`src/rtl/bus_arbiter_rr.sv`:
```
// bus_arbiter_rr: round-robin arbiter funnelling NUM_CH line-sized read/write requests onto one memory bus.
// Optional feature macro ARB_WRITE_ACK_EN: when defined, each write returns a one-beat processor response (WRESP).
`ifndef SYSBUS_WRITE
`define SYSBUS_WRITE 1'b1
`endif
module bus_arbiter_rr #(
    parameter int NUM_CH         = 2,
    parameter int BUS_DATA_WIDTH = 64,
    parameter int BUS_TAG_WIDTH  = 13,
    parameter int LINE_BEATS     = 8
) (
    input  logic                             clk,
    input  logic                             reset,
    input  logic [NUM_CH-1:0]                req_cyc,
    output logic [NUM_CH-1:0]                req_ack,
    input  logic [NUM_CH*BUS_DATA_WIDTH-1:0] req,
    input  logic [NUM_CH*BUS_TAG_WIDTH-1:0]  req_tag,
    output logic [NUM_CH-1:0]                resp_cyc,
    input  logic [NUM_CH-1:0]                resp_ack,
    output logic [BUS_DATA_WIDTH-1:0]        resp,
    output logic [BUS_TAG_WIDTH-1:0]         resp_tag,
    output logic                             bus_reqcyc,
    input  logic                             bus_reqack,
    output logic [BUS_DATA_WIDTH-1:0]        bus_req,
    output logic [BUS_TAG_WIDTH-1:0]         bus_reqtag,
    input  logic                             bus_respcyc,
    output logic                             bus_respack,
    input  logic [BUS_DATA_WIDTH-1:0]        bus_resp,
    input  logic [BUS_TAG_WIDTH-1:0]         bus_resptag
);
    localparam int GW = $clog2(NUM_CH);
    localparam int PW = $clog2(LINE_BEATS);
    localparam logic [PW-1:0] LAST = PW'(LINE_BEATS - 1);

`ifdef ARB_WRITE_ACK_EN
    typedef enum logic [2:0] {IDLE, ACK, WCOLLECT, BADDR, BWDATA, BRECV, RESP, WRESP} state_t;
`else
    typedef enum logic [2:0] {IDLE, ACK, WCOLLECT, BADDR, BWDATA, BRECV, RESP} state_t;
`endif

    state_t                    r_state;
    logic [GW-1:0]             r_last;
    logic [PW-1:0]             r_ptr;
    logic [BUS_DATA_WIDTH-1:0] r_addr;
    logic [BUS_TAG_WIDTH-1:0]  r_tag;
    logic [BUS_DATA_WIDTH-1:0] r_line [LINE_BEATS];

    logic [BUS_DATA_WIDTH-1:0] w_req [NUM_CH];
    logic [BUS_TAG_WIDTH-1:0]  w_tag [NUM_CH];
    logic [GW-1:0]             w_next;
    logic [GW-1:0]             w_idx;
    logic                      w_any;
    logic                      w_write;
    logic                      w_end;
    logic                      w_unused;

    for (genvar i = 0; i < NUM_CH; i++) begin : g_slice
        assign w_req[i] = req[i*BUS_DATA_WIDTH +: BUS_DATA_WIDTH];
        assign w_tag[i] = req_tag[i*BUS_TAG_WIDTH +: BUS_TAG_WIDTH];
    end

    // r_last doubles as the current grant: it only changes when a new grant enters ACK
    assign w_write  = r_tag[BUS_TAG_WIDTH-1] == `SYSBUS_WRITE;
    assign w_end    = r_ptr == LAST;
    assign w_unused = ^bus_resptag;

    // Pick the first requesting channel after the previous grant, wrapping modulo NUM_CH
    always_comb begin
        w_next = r_last;
        w_idx  = r_last;
        w_any  = 1'b0;
        for (int i = 1; i <= NUM_CH; i++) begin
            w_idx = GW'((int'(r_last) + i) % NUM_CH);
            if (!w_any && req_cyc[w_idx]) begin
                w_next = w_idx;
                w_any  = 1'b1;
            end
        end
    end

    // Transfer sequencing and line buffer; ptr wraps to 0 naturally at each line end
    always_ff @(posedge clk) begin
        if (!reset) begin
            r_state <= IDLE;
            r_last  <= GW'(NUM_CH - 1);
            r_ptr   <= '0;
            r_addr  <= '0;
            r_tag   <= '0;
            for (int i = 0; i < LINE_BEATS; i++) r_line[i] <= '0;
        end else begin
            case (r_state)
                IDLE: if (w_any) begin
                    r_last  <= w_next;
                    r_addr  <= w_req[w_next];
                    r_tag   <= w_tag[w_next];
                    r_state <= ACK;
                end
                ACK: r_state <= w_write ? WCOLLECT : BADDR;
                WCOLLECT: if (req_cyc[r_last]) begin
                    r_line[r_ptr] <= w_req[r_last];
                    r_ptr         <= r_ptr + 1'b1;
                    if (w_end) r_state <= BADDR;
                end
                BADDR: if (bus_reqack) r_state <= w_write ? BWDATA : BRECV;
                BWDATA: if (bus_reqack) begin
                    r_ptr <= r_ptr + 1'b1;
`ifdef ARB_WRITE_ACK_EN
                    if (w_end) r_state <= WRESP;
`else
                    if (w_end) r_state <= IDLE;
`endif
                end
                BRECV: if (bus_respcyc) begin
                    r_line[r_ptr] <= bus_resp;
                    r_ptr         <= r_ptr + 1'b1;
                    if (w_end) r_state <= RESP;
                end
                RESP: if (resp_ack[r_last]) begin
                    r_ptr <= r_ptr + 1'b1;
                    if (w_end) r_state <= IDLE;
                end
`ifdef ARB_WRITE_ACK_EN
                WRESP: if (resp_ack[r_last]) r_state <= IDLE;
`endif
                default: r_state <= IDLE;
            endcase
        end
    end

    // Decode handshakes from the state; everything is forced low while reset is asserted
    always_comb begin
        req_ack     = '0;
        resp_cyc    = '0;
        resp        = '0;
        resp_tag    = '0;
        bus_reqcyc  = 1'b0;
        bus_req     = '0;
        bus_reqtag  = '0;
        bus_respack = 1'b0;
        if (reset) begin
            case (r_state)
                ACK:      req_ack[r_last] = 1'b1;
                WCOLLECT: req_ack[r_last] = req_cyc[r_last];
                BADDR: begin
                    bus_reqcyc = 1'b1;
                    bus_req    = r_addr;
                    bus_reqtag = r_tag;
                end
                BWDATA: begin
                    bus_reqcyc = 1'b1;
                    bus_req    = r_line[r_ptr];
                    bus_reqtag = r_tag;
                end
                BRECV: bus_respack = bus_respcyc;
                RESP: begin
                    resp_cyc[r_last] = 1'b1;
                    resp             = r_line[r_ptr];
                    resp_tag         = r_tag;
                end
`ifdef ARB_WRITE_ACK_EN
                WRESP: begin
                    resp_cyc[r_last] = 1'b1;
                    resp_tag         = r_tag;
                end
`endif
                default: ;
            endcase
        end
    end
endmodule
```
`config.mk`:
```
export PLATFORM = sky130hd
export DESIGN_NAME = bus_arbiter_rr
export DESIGN_NICKNAME = d
export VERILOG_FILES = /design/src/rtl/bus_arbiter_rr.sv
export SDC_FILE = /design/constraint.sdc
export NUM_CORES = 1
export LEC_CHECK = 0
export BUFFER_PORTS_ARGS = -buffer_cell sky130_fd_sc_hd__clkbuf_2
export CORE_ASPECT_RATIO = 0.5
export CORE_UTILIZATION = 52
export CTS_CLUSTER_DIAMETER = 100
export DETAILED_ROUTE_END_ITERATION = 12
export PLACE_DENSITY = 0.76
export RECOVER_POWER = 50
export SETUP_SLACK_MARGIN = 0.4
export SLEW_MARGIN = 20
export SYNTH_ARGS = -nofsm -noshare
export SYNTH_HDL_FRONTEND = slang
export SYNTH_SLANG_ARGS = --single-unit
```
`constraint.sdc`:
```
create_clock -name clk -period 2.9 [get_ports clk]
set_input_delay 0.435 -clock clk [delete_from_list [all_inputs] [get_ports clk]]
set_output_delay 0.435 -clock clk [all_outputs]
set_load 0.005 [all_outputs]
```
==> results of run 1 <==
-- per-layer routing --
metal	wire, um	vias up	GRT usage [%]
li1	-	8672	-
met1	29850	10060	38.64
met2	40810	1105	48.81
met3	6753	161	3.954
met4	2132	0	8.616
met5	0	-	0
-- worst reg2reg max path: cells and delay by family (launching register included) --
| kind | cells | cell delay (ns) |
|---|---|---|
| compound gates | 1 | 0.32 |
| buf+inv | 3 | 1.49 |
| flops | 1 | 0.34 |
| simple gates | 2 | 0.53 |
-- area by class of cell --
class	count	area (um2)	share of cell area (%)
tap	701	877.1	2.569
timing repair buffer	525	3744	10.97
inverter	3	12.51	0.03665
sequential	599	17140	50.19
clock buffer	74	1415	4.145
multi-input combinational	1370	10760	31.51
clock inverter	21	197.7	0.5791
-- power by group --
group / internal (mW) / switching (mW) / leakage [nW]
Sequential: 10.2 / 0.454 / 6.01
Combinational: 3.26 / 3.88 / 6.07
Clock: 3.75 / 3.12 / 0.781
-- worst max-delay path by stage --
stage | from | to | slack [ns] | cells after the start
finish | flip-flop | bus_req[60] | 0.03 | 6
global route | flip-flop | bus_req[42] | -0.02 | 7
CTS | flip-flop | bus_req[2] | 0.03 | 5
detailed placement | flip-flop | bus_req[2] | 0.41 | 5
global placement | flip-flop | bus_req[2] | 0.43 | 5
floorplan | r_state[2] | r_line[2][0] | 0.39 | 6
-- flip-flops by register name, summed over array words and instances, names as in the netlist, named ones only --
name / flops
r_ptr: 3
r_line: 512
r_tag: 13
r_last: 1
r_addr: 64
r_state: 3
-- per-stage QoR --
step	setup slack, ns	hold WS (ns)	power [mW]	instances	instance area (um2)
2_1_floorplan	0.3907	0.4784	14.96	2141	28020
3_3_place_gp	0.4282	0.4875	16.90	3167	31480
3_5_place_dp	0.4107	0.4916	17.08	3167	31480
4_1_cts	0.02898	0.1616	24.36	3279	33860
5_1_grt	-0.02310	0.1830	25.55	3293	34140
6_report	0.03215	0.1742	24.67	3293	34140
-- kinds of logic (layout without fill, tap and decap cells) --
kind of cell	count (synthesis)	after routing	share of synthesized area, %
AND/OR/NAND/NOR	805	805	11.44
flip-flops	599	599	61.16
buffers and inverters	172	623	2.870
multiplexers	405	405	20.76
adder cells (fa/ha/maj)	2	2	0.08941
AO/OA/AOI/OAI	158	158	3.675
-- layout by cell type (no fill, tap or decap), types with 37 or more instances in the layout --
cell type / instances
nor2_1: 655
edfxtp_1: 512
clkbuf_2: 341
mux2i_1: 136
mux4_2: 128
dfxtp_1: 82
a211oi_1: 77
nand2_1: 73
buf_4: 73
mux2_2: 64
clkbuf_16: 55
buf_2: 48
mux2i_2: 42
buf_12: 41
o21ai_0: 37
-- synth_stat cells (4+ instances only) --
library cell,number,share of area [%]
a211oi_1,77,2.1
a21oi_1,4,0.072
and2_1,14,0.31
and3_1,14,0.31
buf_1,13,0.17
buf_2,66,1.2
buf_4,10,0.27
buf_6,5,0.20
clkbuf_1,75,1.0
dfxtp_1,87,6.2
edfxtp_1,512,55
mux2_2,64,2.6
mux2i_1,193,6.9
mux2i_2,20,0.98
mux4_2,128,10
nand2_1,82,1.1
nand3_1,6,0.11
nand3b_1,5,0.13
nor2_1,662,8.9
nor2b_1,6,0.13
o21ai_0,66,1.2
-- repair_timing --
item | 4_1_cts | 5_1_grt
resized for setup | 114 | 98
hold buffers | 0 | 0
cloned | 6 | 3
endpoints found under the setup margin | 159 | 154
buffers inserted | 11 | 11
pin swaps | 11 | 11
==> metrics, run 1 <==
status=finished with violations; violated checks=max-capacitance violations, max-slew violations; CP Capture Type=primary output; arrival time at the worst endpoint=roughly 2.4 ns; Buf+Inv Stages, Crit Path=3; antenna-violating nets left=0; DRT Pass-1 Iters=6; vias in the first global route=20.00k; DRT iter0 DRCs=~2.3k; Worst Hold End=r_tag[3]; Max-slew headroom=-6.511%; largest net degree at the start of global routing=81; Slew @ Worst Pin=approximately 1.6 ns; synth warn=0; area grow syn2layout=21.99%; CTS clk-pin slew, worst paths=around 0.070 ns; number of antenna violations at the first check in global routing=1; clock sink total=599; drt wl/cell=about 24 um; filler instances=3,696; family with the most delay on the worst path=multiplexers; vias=around 20k; R2R Path Start=r_state[0]; global-route wire length before repair=approximately 120,000 um; insertion delay to the later sink of the worst-skew pair=between 0.5 and 0.6 ns; die area=around 0.055 mm2; Most used DFF post-synth=edfxtp_1; Slew Limit Fails=158; Tmin final=about 2.9 ns; sequential fraction of the synthesis area=between 60% and 70%; routed vias/inst=approximately 6.1; clock buffer depth=3; min-delay worst type=primary input to flip-flop; max cap viols=2; DRC=0; post-synthesis async set-or-reset flop share=0%; fin nets=about 2.8k; critical path required time=2.47 ns; TNS Setup=0 ns; f_max=around 0.35 GHz; crit path cell chain=buf_12 > buf_4 > mux4_2 > mux2i_2 > o21ai_0 > clkbuf_2; # H-tree levels=2; clock skew=0.01064 ns; Initial Utilization=a little over half; crit path max-delay cell type=mux4_2; Max FO, Critical Path=7; number of synthesized register bits=about 600; GPL Wtd Cong=around 0.82; syn_nets=2,382; worst r2r dst=r_addr[33]; die span in x=roughly 330 um; fin crit share=98.89%; CTS tree=yes; Root Driver=clkbuf_16; hpwl dp=44,780 um; Post-synth EDFFs=between 500 and 600; RSZ-0062 raised after global routing=yes; synthesized area per cell=between 10 and 15 um2; core area=between 0.05 and 0.06 mm2; Power Density=approximately 720 mW/mm2; Final Hold Fails=0; hold path depth=3; Reg2Reg Depth=6; Die Ht=~170 um; hold path start=req_tag[16]; # diodes=0; Setup crit start kind=flip-flop; layout cells sized above 1=around a third; WL final=around 80,000 um; peak supply drop=approximately 0.44 mV; total gr overflow=0; Critical Path Max Stage Delay=about 0.53 ns; post-synthesis instance total=between 2k and 2.5k; # rows=a little under 60; r2r setup slk=0.13 ns; post-layout util=about 65%; total CTS buffers=52; Unique masters post-synth=between 40 and 50; critical path type=flip-flop to primary output; # setup viols final=0; Synth Cell Area=0.02798 mm2; top-level I/O count=roughly 400; GRT Util Overall=28.72%; PortBufs=approximately 390; P_leak=roughly 13 nW
Note: power is estimated with default switching activity, not from simulation.
==> run 2, diff against run 1 <==
--- a/config.mk
+++ b/config.mk
@@ -10,7 +10,7 @@
 export CORE_UTILIZATION = 52
 export CTS_CLUSTER_DIAMETER = 100
 export DETAILED_ROUTE_END_ITERATION = 12
-export PLACE_DENSITY = 0.76
+export PLACE_DENSITY = 0.84
 export RECOVER_POWER = 50
 export SETUP_SLACK_MARGIN = 0.4
 export SLEW_MARGIN = 20
==> metrics, run 2 (synthesis gave the netlist of run 1 again) <==
# rows=slightly below 60; P_leak=12.85 nW; number of antenna violations at the first check in global routing=4; Initial Utilization=between 50% and 60%; max cap viols=0; global-route wire length before repair=130,200 um; fin nets=approximately 2.8k; critical path type=flip-flop to primary output; total gr overflow=0; Die Ht=around 170 um; clock sink total=around 600; biggest regs=r_line (512), r_addr (64), r_tag (13); Inst Count DP=between 3k and 4k; arrival time at the worst endpoint=2.58 ns; met1 Use GR=36.95%; routed vias/inst=6.602; peak supply drop=approximately 0.58 mV; # setup viols final=6; insertion delay to the later sink of the worst-skew pair=between 0.5 and 0.6 ns; TNS Setup=-0.2031 ns; GR Util met3=between 5 and 6%; Tmin final=3.011 ns; DP Worst Slack=around 0.32 ns; Setup crit start kind=flip-flop; clock skew=~0.013 ns; core area=about 0.053 mm2; DRT iter0 DRCs=3,176; most used routing layer=met2; fin crit share=103.8%; CTS tree=yes; M2 GR Usage=a little over half; Slew Limit Fails=0; GRT Util Overall=a little under a third; final setup margin=-0.1112 ns; Slew @ Worst Pin=between 1 and 1.5 ns; DRT Pass-1 Iters=9; Most flops, register=r_line; Max-slew headroom=~9.7%; RSZ-0062 raised after global routing=yes; hpwl dp=approximately 47,000 um; top-level I/O count=~400; most frequent cells in the layout=nor2_1 (653), edfxtp_1 (512), clkbuf_2 (321); Power Density=around 740 mW/mm2; violated checks=negative setup slack; PortBufs=385; CP Capture Type=primary output; vias=about 22k; critical path required time=approximately 2.5 ns; largest net degree at the start of global routing=roughly 160; total CTS buffers=53; clock buffer depth=3; Post-Layout Cell Count=~3.3k; antenna-violating nets left=0; DRC=0; commonest non-fill, non-tap cell in the layout=nor2_1; Post-CTS Hold Buffers=0; WL final=a little over 90,000 um; r2r setup slk=-0.02 ns; CTS clk-pin slew, worst paths=about 0.07 ns; die span in x=330.1 um; layout cells sized above 1=between 30% and 40%; GPL Wtd Cong=roughly 0.86; drt wl/cell=~28 um; Max FO, Critical Path=8; min-delay worst type=primary input to flip-flop; die area=approximately 0.055 mm2; f_max=about 0.33 GHz; status=finished with violations; max FFs per register=slightly above 500; Root Driver=clkbuf_16; Final Hold Fails=0; area grow syn2layout=22.24%; # H-tree levels=2; vias in the first global route=22.05k
-- run 2: metrics by stage --
step	util, %	area (um2)	power (mW)	hold WS [ns]
6_report	65.09	34210	25.24	0.1664
3_5_place_dp	59.76	31410	16.96	0.4911
5_1_grt	65.09	34210	25.87	0.1756
3_3_place_gp	59.76	31410	16.67	0.4862
2_1_floorplan	-	28020	14.96	0.4784
4_1_cts	64.97	34150	24.58	0.1605
-- run 2: worst max-delay path, cell delays in order (launching register included) --
cell and delay (ns):
dfxtp_4 0.38, buf_6 0.20, buf_16 0.18, mux4_2 0.60, mux2i_4 0.32, o21ai_2 0.15, clkbuf_2 0.14
-- run 2: area by class of cell --
class | count | area [um2]
antenna | 3 | 7.507
clock buffer | 78 | 1481
clock inverter | 22 | 183.9
fill | 3314 | 18350
inverter | 3 | 11.26
multi-input combinational | 1370 | 10900
sequential | 599 | 17130
tap | 701 | 877.1
timing repair buffer | 528 | 3621
-- run 2: worst paths after layout --
| kind | start | endpoint | depth (start not counted) |
|---|---|---|---|
| setup reg to reg | r_last | r_line[4][20] | 4 |
| hold / removal | req[82] | r_addr[18] | 3 |
| setup / recovery | flip-flop | bus_req[43] | 6 |
| hold reg to reg | r_addr[7] | r_addr[7] | 2 |
-- run 2: layer usage --
layer  part of all wire [%]  wire length (um)
met4                    8.0              7334
met1                     31             28090
met2                     49             45040
met3                     12             10950
met5                      0                 0
-- run 2: repair_timing --
item	CTS	global route
endpoints found under the setup margin	377	327
cloned	10	3
buffers inserted	17	3
pin swaps	31	21
gates resized for setup	183	131
-- run 2: power by group --
part           total, mW  internal, mW  switching [mW]  leakage [nW]
logic               7.49          3.15            4.33          6.02
clock network       7.01          3.74            3.27         0.814
registers           10.7          10.2           0.538          6.01
